File: config.mk
export PLATFORM = sky130hd
export DESIGN_NAME = float_copro_ctrl
export DESIGN_NICKNAME = d
export VERILOG_FILES = /design/src/rtl/float_copro_ctrl.sv
export SDC_FILE = /design/constraint.sdc
export NUM_CORES = 1
export LEC_CHECK = 0
export ABC_CLOCK_PERIOD_IN_PS = 14200
export CAP_MARGIN = 20
export CORE_ASPECT_RATIO = 1.4
export CORE_MARGIN = 1.5
export CORE_UTILIZATION = 69
export CTS_CLUSTER_SIZE = 12
export DETAILED_ROUTE_END_ITERATION = 8
export PLACE_DENSITY = 0.93
export SYNTH_ARGS = -nofsm -noshare
export SYNTH_HDL_FRONTEND = slang
export SYNTH_SLANG_ARGS = --single-unit
File: constraint.sdc
create_clock -name clk -period 14.2 [get_ports clk]
set_input_delay 1.42 -clock clk [delete_from_list [all_inputs] [get_ports clk]]
set_output_delay 1.42 -clock clk [all_outputs]
set_load 0.01 [all_outputs]
File: src/rtl/float_copro_ctrl.sv
// Integer coprocessor controller: single-cycle add/sub/mul and a 32-step restoring divider.
// Define FLOAT_COPRO_DIV_EN to build the divider; without it opcode 3 is treated as undefined.
module float_copro_ctrl #(
  parameter int DIV_ITER = 32
) (
  input  logic        clk,
  input  logic        reset_n,
  input  logic        user_valid,
  input  logic [10:0] user_opcode,
  input  logic [31:0] user_op0,
  input  logic [31:0] user_op1,
  output logic [31:0] user_result,
  output logic        user_complete,
  output logic        busy
);

  localparam logic [10:0] OP_ADD = 11'd0;
  localparam logic [10:0] OP_SUB = 11'd1;
  localparam logic [10:0] OP_MUL = 11'd2;

`ifdef FLOAT_COPRO_DIV_EN
  localparam int          CNT_W  = $clog2(DIV_ITER);
  localparam logic [10:0] OP_DIV = 11'd3;

  typedef enum logic [1:0] {
    S_IDLE = 2'd0,
    S_DONE = 2'd1,
    S_DIV  = 2'd2
  } state_t;
`else
  typedef enum logic [1:0] {
    S_IDLE = 2'd0,
    S_DONE = 2'd1
  } state_t;
`endif

  state_t      r_state;
  logic [31:0] w_sum;
  logic [31:0] w_diff;
  logic [31:0] w_prod;
  logic [31:0] w_singleResult;

  assign w_sum  = user_op0 + user_op1;
  assign w_diff = user_op0 - user_op1;
  assign w_prod = user_op0 * user_op1;

  // Anything that is not a single-cycle arithmetic op (including div when it is not built) yields 0.
  always_comb begin
    w_singleResult = 32'd0;
    case (user_opcode)
      OP_ADD:  w_singleResult = w_sum;
      OP_SUB:  w_singleResult = w_diff;
      OP_MUL:  w_singleResult = w_prod;
      default: w_singleResult = 32'd0;
    endcase
  end

`ifdef FLOAT_COPRO_DIV_EN
  logic [CNT_W-1:0] r_cnt;
  logic [31:0]      r_rem;
  logic [31:0]      r_quot;
  logic [31:0]      r_divisor;
  logic [32:0]      w_remShift;
  logic             w_ge;
  logic [31:0]      w_remNext;
  logic [31:0]      w_quotNext;

  // The shifted remainder can briefly need 33 bits; once the divisor is taken off it fits in 32 again.
  assign w_remShift = {r_rem, r_quot[31]};
  assign w_ge       = (w_remShift >= {1'b0, r_divisor});
  assign w_remNext  = w_remShift[31:0] - (w_ge ? r_divisor : 32'd0);
  assign w_quotNext = {r_quot[30:0], w_ge};
`endif

  always_ff @(posedge clk) begin
    if (!reset_n) begin
      r_state       <= S_IDLE;
      user_result   <= 32'd0;
      user_complete <= 1'b0;
      busy          <= 1'b0;
`ifdef FLOAT_COPRO_DIV_EN
      r_cnt         <= '0;
      r_rem         <= 32'd0;
      r_quot        <= 32'd0;
      r_divisor     <= 32'd0;
`endif
    end else begin
      user_complete <= 1'b0;
      case (r_state)
        S_IDLE: begin
          if (user_valid) begin
            busy <= 1'b1;
`ifdef FLOAT_COPRO_DIV_EN
            if (user_opcode == OP_DIV) begin
              r_state   <= S_DIV;
              r_rem     <= 32'd0;
              r_quot    <= user_op0;
              r_divisor <= user_op1;
              r_cnt     <= CNT_W'(DIV_ITER - 1);
            end else begin
              user_result   <= w_singleResult;
              user_complete <= 1'b1;
              r_state       <= S_DONE;
            end
`else
            user_result   <= w_singleResult;
            user_complete <= 1'b1;
            r_state       <= S_DONE;
`endif
          end
        end
`ifdef FLOAT_COPRO_DIV_EN
        S_DIV: begin
          r_rem  <= w_remNext;
          r_quot <= w_quotNext;
          r_cnt  <= r_cnt - CNT_W'(1);
          if (r_cnt == '0) begin
            user_result   <= w_quotNext;
            user_complete <= 1'b1;
            r_state       <= S_DONE;
          end
        end
`endif
        S_DONE: begin
          busy    <= 1'b0;
          r_state <= S_IDLE;
        end
        default: begin
          busy    <= 1'b0;
          r_state <= S_IDLE;
        end
      endcase
    end
  end

endmodule
==> results of run 1 <==
-- metrics by stage --
step                      std cells  hold WS (ns)  setup slack, ns   util  instance area [µm²]
after detailed placement       2590         0.460             4.55  0.746                20600
after floorplan                2202         0.481             6.00      -                19200
after global placement         2590         0.448             4.94  0.746                20600
final                          2600         0.481             4.62  0.754                20800
after global routing           2599         0.486             4.49  0.754                20800
after CTS                      2598         0.472             4.86  0.753                20800
-- state kept, by name (all words and copies together), names as in the netlist --
signal,count
user_result,32
r_state,1
user_complete,1
-- cell type report --
cell class / instances / area, µm²
Clock inverter: 3 / 68.8
Sequential cell: 34 / 681
Clock buffer: 5 / 125
Antenna cell: 1 / 2.50
Timing Repair Buffer: 140 / 1340
Tap cell: 370 / 463
Inverter: 391 / 1470
Fill cell: 1843 / 6770
Multi-Input combinational cell: 1656 / 16600
-- routing by layer --
metal / global-route usage / up-vias
met4: 0.316 / 2
met3: 0.114 / 440
li1: - / 6778
met1: 0.488 / 7872
met2: 0.720 / 1172
met5: 0 / -
-- cells by family after synthesis --
| logic type | after synthesis | share of synthesized area |
|---|---|---|
| adders and majority gates | 565 | 0.527 |
| xor gates and xnor gates | 136 | 0.0619 |
| and+or+nand+nor | 714 | 0.191 |
| DFF | 34 | 0.0354 |
| muxes | 1 | 0.000520 |
| buffers and inverters | 512 | 0.0999 |
| AOI/OAI and AO/OA | 240 | 0.0842 |
-- synthesized netlist by cell type (6+ instances only) --
cell	number
fa_1	409
inv_1	391
and2_1	312
nand2_1	254
ha_1	156
clkbuf_1	115
xnor2_1	89
nor2_1	60
o21ai_0	59
a21oi_1	58
xor2_1	47
dfxtp_1	34
nor3_1	23
a21o_1	20
a221oi_1	19
a211oi_1	12
nand2b_1	11
o21a_1	10
or3_1	10
nand3_1	9
o211ai_1	9
nor2b_1	8
o31ai_1	7
buf_1	6
-- worst paths after layout --
kind | from | endpoint | slack, ns | cells after the start
min reg2reg | user_result[17] | user_result[17] | 0.48 | 2
max | user_op1[7] | user_result[30] | 4.62 | 25
max reg2reg | r_state[0] | user_result[25] | 12.70 | 4
min | user_result[17] | user_result[17] | 0.48 | 2
-- critical path, delay by kind of cell --
family          cells  cell delay [ns]
compound gates      5             1.16
buf+inv             5             1.32
simple gates        5             1.26
fa+ha+maj           9             4.46
xor+xnor            1             0.09
==> reports/results.tsv, run 1 <==
metric	value	unit
clk_latency	0.29	ns
coreArea	27600	µm²
path_clk_slew	0.06	ns
m1WireLength	19.2	mm
start_util	0.698	
hold_path_class	reg -> reg	
dpl.hpwl	46.3	mm
status	finished clean	
syn_to_final_growth	8.11	%
fin_skew	0.00289	ns
grtUsageTotal	0.439	
period_needed	9.58	ns
cp.required	14.37	ns
via_per_inst	6.26	
period_share	0.675	
avgSynthCellArea	8.73	µm²
endpoint_kind	flop	
slew_headroom	0.157	
drv_slew	0	
clk_path_buf_depth	2	
cts_root_buffer	clkbuf_16	
cts_resized	0	
vias	16300	
slowest_delay	1.06	ns
highest_layer	met5	
syn_nets	2845	
clkSinkCount	34	
max_freq	104	MHz
drt_first_pass_iters	6	
grt_max_degree	42	
drc_errors	0	
numPortBuffers	111	
synthArstFlopShare	0	
grt_overflow_total	0	
grt_pass1_vias	18700	
numCtsBuffers	5	
drive_gt1_frac	0.0238	
h-tree-depth	2	
worstMarginPinSlew	1.26	ns
hold_viol	0	
wl_met3	6.37	mm
yosys-top-cells-area	fa_1 43%, and2_1 10%, ha_1 10%	
arrival	9.74	ns
wire_per_inst	22.9	µm
ctsHoldBuffers	0	
ys_seq_area_frac	0.0354	
fin_setup_tns	0	ns
post_cts_buffers	0	
fp.dieH	201	µm
setup_viol	0	
yosysTopAreaCell	fa_1	
synth_ff_type	dfxtp_1	
rows	72	
rsz0062_at_grt	no	
maxCapViolCount	0	
grt_pass1_wl	95.9	mm
synth_cell_types	64	
drtAntennaViolNets	0	
yosysTopAreaCellShare	0.426	
io_pins	112	
dieArea	28900	µm²
cp_common_cell	fa_1	
die_w	144	µm
final_common_cell	fa_1	
critPathKind	in -> reg	
worstPathMaxFanout	28	
syn_inst	2202	
synth-seq-cells	34	
wl	59.6	mm
nNetsFinal	2871	
cp-start-kind	input pin	
drt-initial-drc-count	1257	
final_cell_mix	409 x fa_1, 391 x inv_1, 312 x and2_1	
synth_area	19200	µm²
routabilityCongestion	1.01	
yosys_warnings	0	
cts_tree	yes	
slowest_stage	clkdlybuf4s50_1	
met2WireLength	29.1	mm
synth_edf_count	0	
antenna_found_initial	2	
Power of run 1 is not shown: default switching activity piles up to over one toggle a cycle in this logic, so the estimate is an artifact.
==> run 2: changes to the inputs <==
- ABC_CLOCK_PERIOD_IN_PS: 14200 -> 9400
- CORE_UTILIZATION: 69 -> 64
- PLACE_DENSITY: 0.93 -> 0.88
- clock period: 14.2 -> 9.4 ns (I/O delays scaled with it)
==> reports/results.tsv, run 2 (same netlist as run 1, synthesis figures left out) <==
metric	value	unit	change
largest_reg_flops	32		unchanged
ctsHoldBuffers	0		unchanged
clk_path_buf_depth	2		unchanged
drive_gt1_frac	0.0363		was 0.0238
antenna_found_initial	1		was 2
fin_ws	0.705	ns	was 4.62 ns
drc_errors	0		unchanged
whs	0.482	ns	was 0.481 ns
start_util	0.655		was 0.698
numPortBuffers	111		unchanged
numCtsBuffers	5		unchanged
antennaDiodeCount	0		was 1
seq_area	681	µm²	unchanged
top_regs	user_result: 32 flops, r_state: 1 flops, user_complete: 1 flops		unchanged
maxCapViolCount	0		unchanged
drt-initial-drc-count	1341		was 1257
worst_r2r_endpoint	user_result[10]		was user_result[25]
h-tree-depth	2		unchanged
via_per_inst	6.01		was 6.26
vias	15900		was 16300
cts_resized	0		unchanged
drtAntennaViolNets	0		unchanged
dieArea	31100	µm²	was 28900 µm²
hold_end	user_result[17]		unchanged
grt_pass1_vias	18000		was 18700
cts_root_buffer	clkbuf_16		unchanged
critPathKind	in -> reg		unchanged
r2r_slack	7.85	ns	was 12.70 ns
nNetsFinal	2902		was 2871
arrival	8.87	ns	was 9.74 ns
endpoint_kind	flop		unchanged
max_freq	115	MHz	
dpl.hpwl	46.7	mm	was 46.3 mm
worstHoldStart	user_result[17]		unchanged
fillers	2107		was 1843
top_register	user_result		unchanged
cp-start-kind	input pin		unchanged
rows	74		was 72
clk_latency	0.29	ns	about the same
grt_overflow_total	0		unchanged
utilization	0.714		was 0.754
syn_to_final_growth	9.02	%	was 8.11%
coreArea	29400	µm²	was 27600 µm²
hold_path_class	reg -> reg		unchanged
fin_skew	0.00475	ns	was 0.00289 ns
setup_viol	0		unchanged
multi_input_area	16600	µm²	unchanged
wl	56.0	mm	was 59.6 mm
hold_viol	0		unchanged
path_clk_slew	0.06	ns	about the same
grt_max_degree	42		unchanged
worstPathMaxFanout	19		was 28
final_common_cell	fa_1		unchanged
grt_pass1_wl	90.8	mm	was 95.9 mm
fp.dieH	208	µm	was 201 µm
io_pins	112		unchanged
status	finished clean		unchanged
cts_tree	yes		unchanged
slew_headroom	0.378		was 0.157
drv_slew	0		unchanged
r2r-start	r_state[0]		unchanged
wire_per_inst	21.2	µm	was 22.9 µm
grtUsageTotal	0.380		was 0.439
drt_first_pass_iters	6		unchanged
place_ws	0.524	ns	was 4.55 ns
period_needed	8.70	ns	
die_w	150	µm	was 144 µm
hold_path_depth	2		unchanged
worst-r2r-cell-count	4		unchanged
fin_setup_tns	0	ns	unchanged
cp.required	9.57	ns	was 14.37 ns
post_cts_buffers	0		unchanged
worstMarginPinSlew	0.930	ns	was 1.26 ns
rsz0062_at_grt	no		unchanged
routabilityCongestion	0.978		was 1.01
final_cell_mix	409 x fa_1, 391 x inv_1, 312 x and2_1		unchanged
clkSinkCount	34		unchanged
period_share	0.925		
[run 2: cell count changes in the layout (fill, tap and decap cells not counted), sizes merged]
cell | before | now
diode | 1 | 0
bufinv | 2 | 0
clkbuf | 5 | 6
clkdlybuf4s50 | 110 | 111
clkinv | 1 | 2
buf | 30 | 60
[run 2: cell type report]
cell class / instances / share of cell area
clock buffers: 6 / 0.00615
repair buffers: 171 / 0.0745
well taps: 380 / 0.0227
flip-flops and latches: 34 / 0.0325
inverters: 391 / 0.0700
multi-input cells: 1656 / 0.794
clock inverters: 2 / 0.000656
[run 2: how the worst max path moves through the flow]
stage,from,slack (ns),depth (start not counted),end
2_1_floorplan,user_op0[12],1.68,26,user_result[30]
4_1_cts,user_op1[6],0.79,25,user_result[30]
5_1_grt,user_op1[5],0.39,26,user_result[30]
3_3_place_gp,user_op1[6],0.67,25,user_result[30]
6_report,user_op1[6],0.70,25,user_result[30]
3_5_place_dp,user_op1[6],0.52,25,user_result[30]
[run 2: worst max-delay path, stage by stage]
cell and delay [ns]:
clkdlybuf4s50_1 0.90, and2_1 0.43, fa_1 0.49, fa_1 0.51, fa_1 0.52, inv_1 0.05, fa_1 0.48, inv_1 0.06
fa_1 0.50, inv_1 0.06, fa_1 0.54, inv_1 0.06, fa_1 0.52, fa_1 0.43, ha_1 0.36, and4_1 0.28
and2_1 0.17, a22oi_1 0.18, nand4_1 0.24, a41o_1 0.33, a21o_1 0.18, a21oi_1 0.16, xnor2_1 0.08, a221oi_1 0.30
nor2_1 0.08
[run 2: stage by stage]
| stage | cells | area, µm² |
|---|---|---|
| 2_1_floorplan | 2202 | 19200 |
| 3_3_place_gp | 2632 | 20800 |
| 3_5_place_dp | 2632 | 20800 |
| 4_1_cts | 2640 | 21000 |
| 5_1_grt | 2640 | 21000 |
| 6_report | 2640 | 21000 |
[run 2: routing by layer]
layer | up-vias | GRT usage | share of wire
met3 | 250 | 0.0757 | 0.099
li1 | 6840 | - | -
met4 | 0 | 0.198 | 0.055
met1 | 7873 | 0.452 | 0.35
met5 | - | 0 | 0
met2 | 912 | 0.646 | 0.49
Power of run 2 is left out for the same reason.
==> run 3: changes to the inputs <==
- GPL_ROUTABILITY_DRIVEN: default -> 0
==> reports/results.tsv, run 3 (same netlist as run 1, synthesis figures left out) <==
metric	value	unit	change
path_clk_slew	0.05	ns	was 0.06 ns
fin_setup_tns	0	ns	unchanged
cp-start-kind	input pin		unchanged
cp_cell_sequence	clkdlybuf4s50_1, buf_4, and2_1, fa_1, inv_1, fa_1, fa_1, fa_1, inv_1, fa_1, fa_1, fa_1, fa_1, ha_1, and4_1, and2_1, a22oi_1, nand4_1, a41o_1, a21o_1, a21oi_1, xnor2_1, a221oi_1, nor2_1		
dpl.hpwl	46.2	mm	was 46.7 mm
fillers	1979		was 2107
hold_path_class	reg -> reg		unchanged
ctsHoldBuffers	0		unchanged
slew_headroom	0.219		was 0.378
die_w	150	µm	unchanged
clkSinkCount	34		unchanged
via_per_inst	6.12		was 6.01
critPathKind	in -> reg		unchanged
syn_to_final_growth	8.70	%	was 9.02%
crit_family	adder cells		unchanged
maxCapViolCount	0		unchanged
grt_max_degree	42		unchanged
worstMarginPinSlew	1.17	ns	was 0.930 ns
period_share	0.927		was 0.925
seq_area	681	µm²	unchanged
multi_input_area	16600	µm²	unchanged
arrival	8.88	ns	was 8.87 ns
max_freq	115	MHz	about the same
drt_first_pass_iters	7		was 6
numPortBuffers	111		unchanged
rsz0062_at_grt	no		unchanged
fin_skew	0.00172	ns	was 0.00475 ns
final_common_cell	fa_1		unchanged
h-tree-depth	2		unchanged
grt_overflow_total	0		unchanged
grt_pass1_vias	18100		was 18000
final_cell_mix	409 x fa_1, 391 x inv_1, 312 x and2_1		unchanged
numCtsBuffers	5		unchanged
hold_viol	0		unchanged
slowest_stage	clkdlybuf4s50_1		unchanged
start_util	0.655		unchanged
clk_path_buf_depth	2		unchanged
grt_pass1_wl	91.0	mm	was 90.8 mm
cts_resized	0		unchanged
top_regs	user_result: 32 flops, r_state: 1 flops, user_complete: 1 flops		unchanged
wl	55.8	mm	was 56.0 mm
drive_gt1_frac	0.0324		was 0.0363
wire_per_inst	21.2	µm	about the same
whs	0.480	ns	was 0.482 ns
vias	16100		was 15900
antennaDiodeCount	0		unchanged
cts_root_buffer	clkbuf_16		unchanged
drc_errors	0		unchanged
antenna_found_initial	1		unchanged
largest_reg_flops	32		unchanged
fp.dieH	208	µm	unchanged
top_register	user_result		unchanged
slowest_delay	0.80	ns	was 0.90 ns
drtAntennaViolNets	0		unchanged
setup_viol	0		unchanged
cp.required	9.56	ns	was 9.57 ns
grtUsageTotal	0.379		was 0.380
drv_slew	0		unchanged
coreArea	29400	µm²	unchanged
status	finished clean		unchanged
nNetsFinal	2893		was 2902
place_ws	0.516	ns	was 0.524 ns
cts_tree	yes		unchanged
post_cts_buffers	0		unchanged
fin_ws	0.682	ns	was 0.705 ns
rows	74		unchanged
dieArea	31100	µm²	unchanged
drt-initial-drc-count	1240		was 1341
crit_buf_inv	4		was 5
cp_common_cell	fa_1		unchanged
worstPathMaxFanout	18		was 19
utilization	0.712		was 0.714
clk_latency	0.28	ns	was 0.29 ns
period_needed	8.72	ns	was 8.70 ns
io_pins	112		unchanged
endpoint_kind	flop		unchanged
[run 3: cell count changes in the layout (fill, tap and decap cells not counted)]
cell | before | now
clkbuf_8 | 0 | 1
buf_4 | 60 | 51
clkinv_4 | 1 | 0
[run 3: metal layers]
metal | wire, µm | part of all wire | track usage | vias to the layer above
met3 | 6220 | 0.11 | 0.0820 | 305
met5 | 9 | 0.00016 | 0 | -
li1 | - | - | - | 6821
met2 | 26600 | 0.48 | 0.621 | 1007
met1 | 19100 | 0.34 | 0.451 | 7965
met4 | 3900 | 0.070 | 0.234 | 2
[run 3: area by class of cell]
class	count	share of cell area
sequential	34	0.0326
multi-input combinational	1656	0.796
clock inverter	1	0.000239
tap	380	0.0227
timing repair buffer	162	0.0715
inverter	391	0.0702
clock buffer	7	0.00682
[run 3: final timing paths]
path              startpoint         endpoint  slack (ns)  cells past startpoint
min          user_result[17]  user_result[17]        0.48                      2
min reg2reg  user_result[17]  user_result[17]        0.48                      2
max              user_op1[3]  user_result[30]        0.68                     24
max reg2reg       r_state[0]  user_result[25]        7.56                      3
[run 3: through the flow]
stage          cell area (µm²)  cells
3_5_place_dp             20800   2623
3_3_place_gp             20800   2623
2_1_floorplan            19200   2202
4_1_cts                  20900   2631
6_report                 20900   2631
5_1_grt                  20900   2631
[run 3: tightest hold or removal path, cell delays in order, from the launching register on]
cell,delay [ns]
dfxtp_1,0.32
nand2_1,0.06
a21oi_1,0.06
Power of run 3 is left out for the same reason.
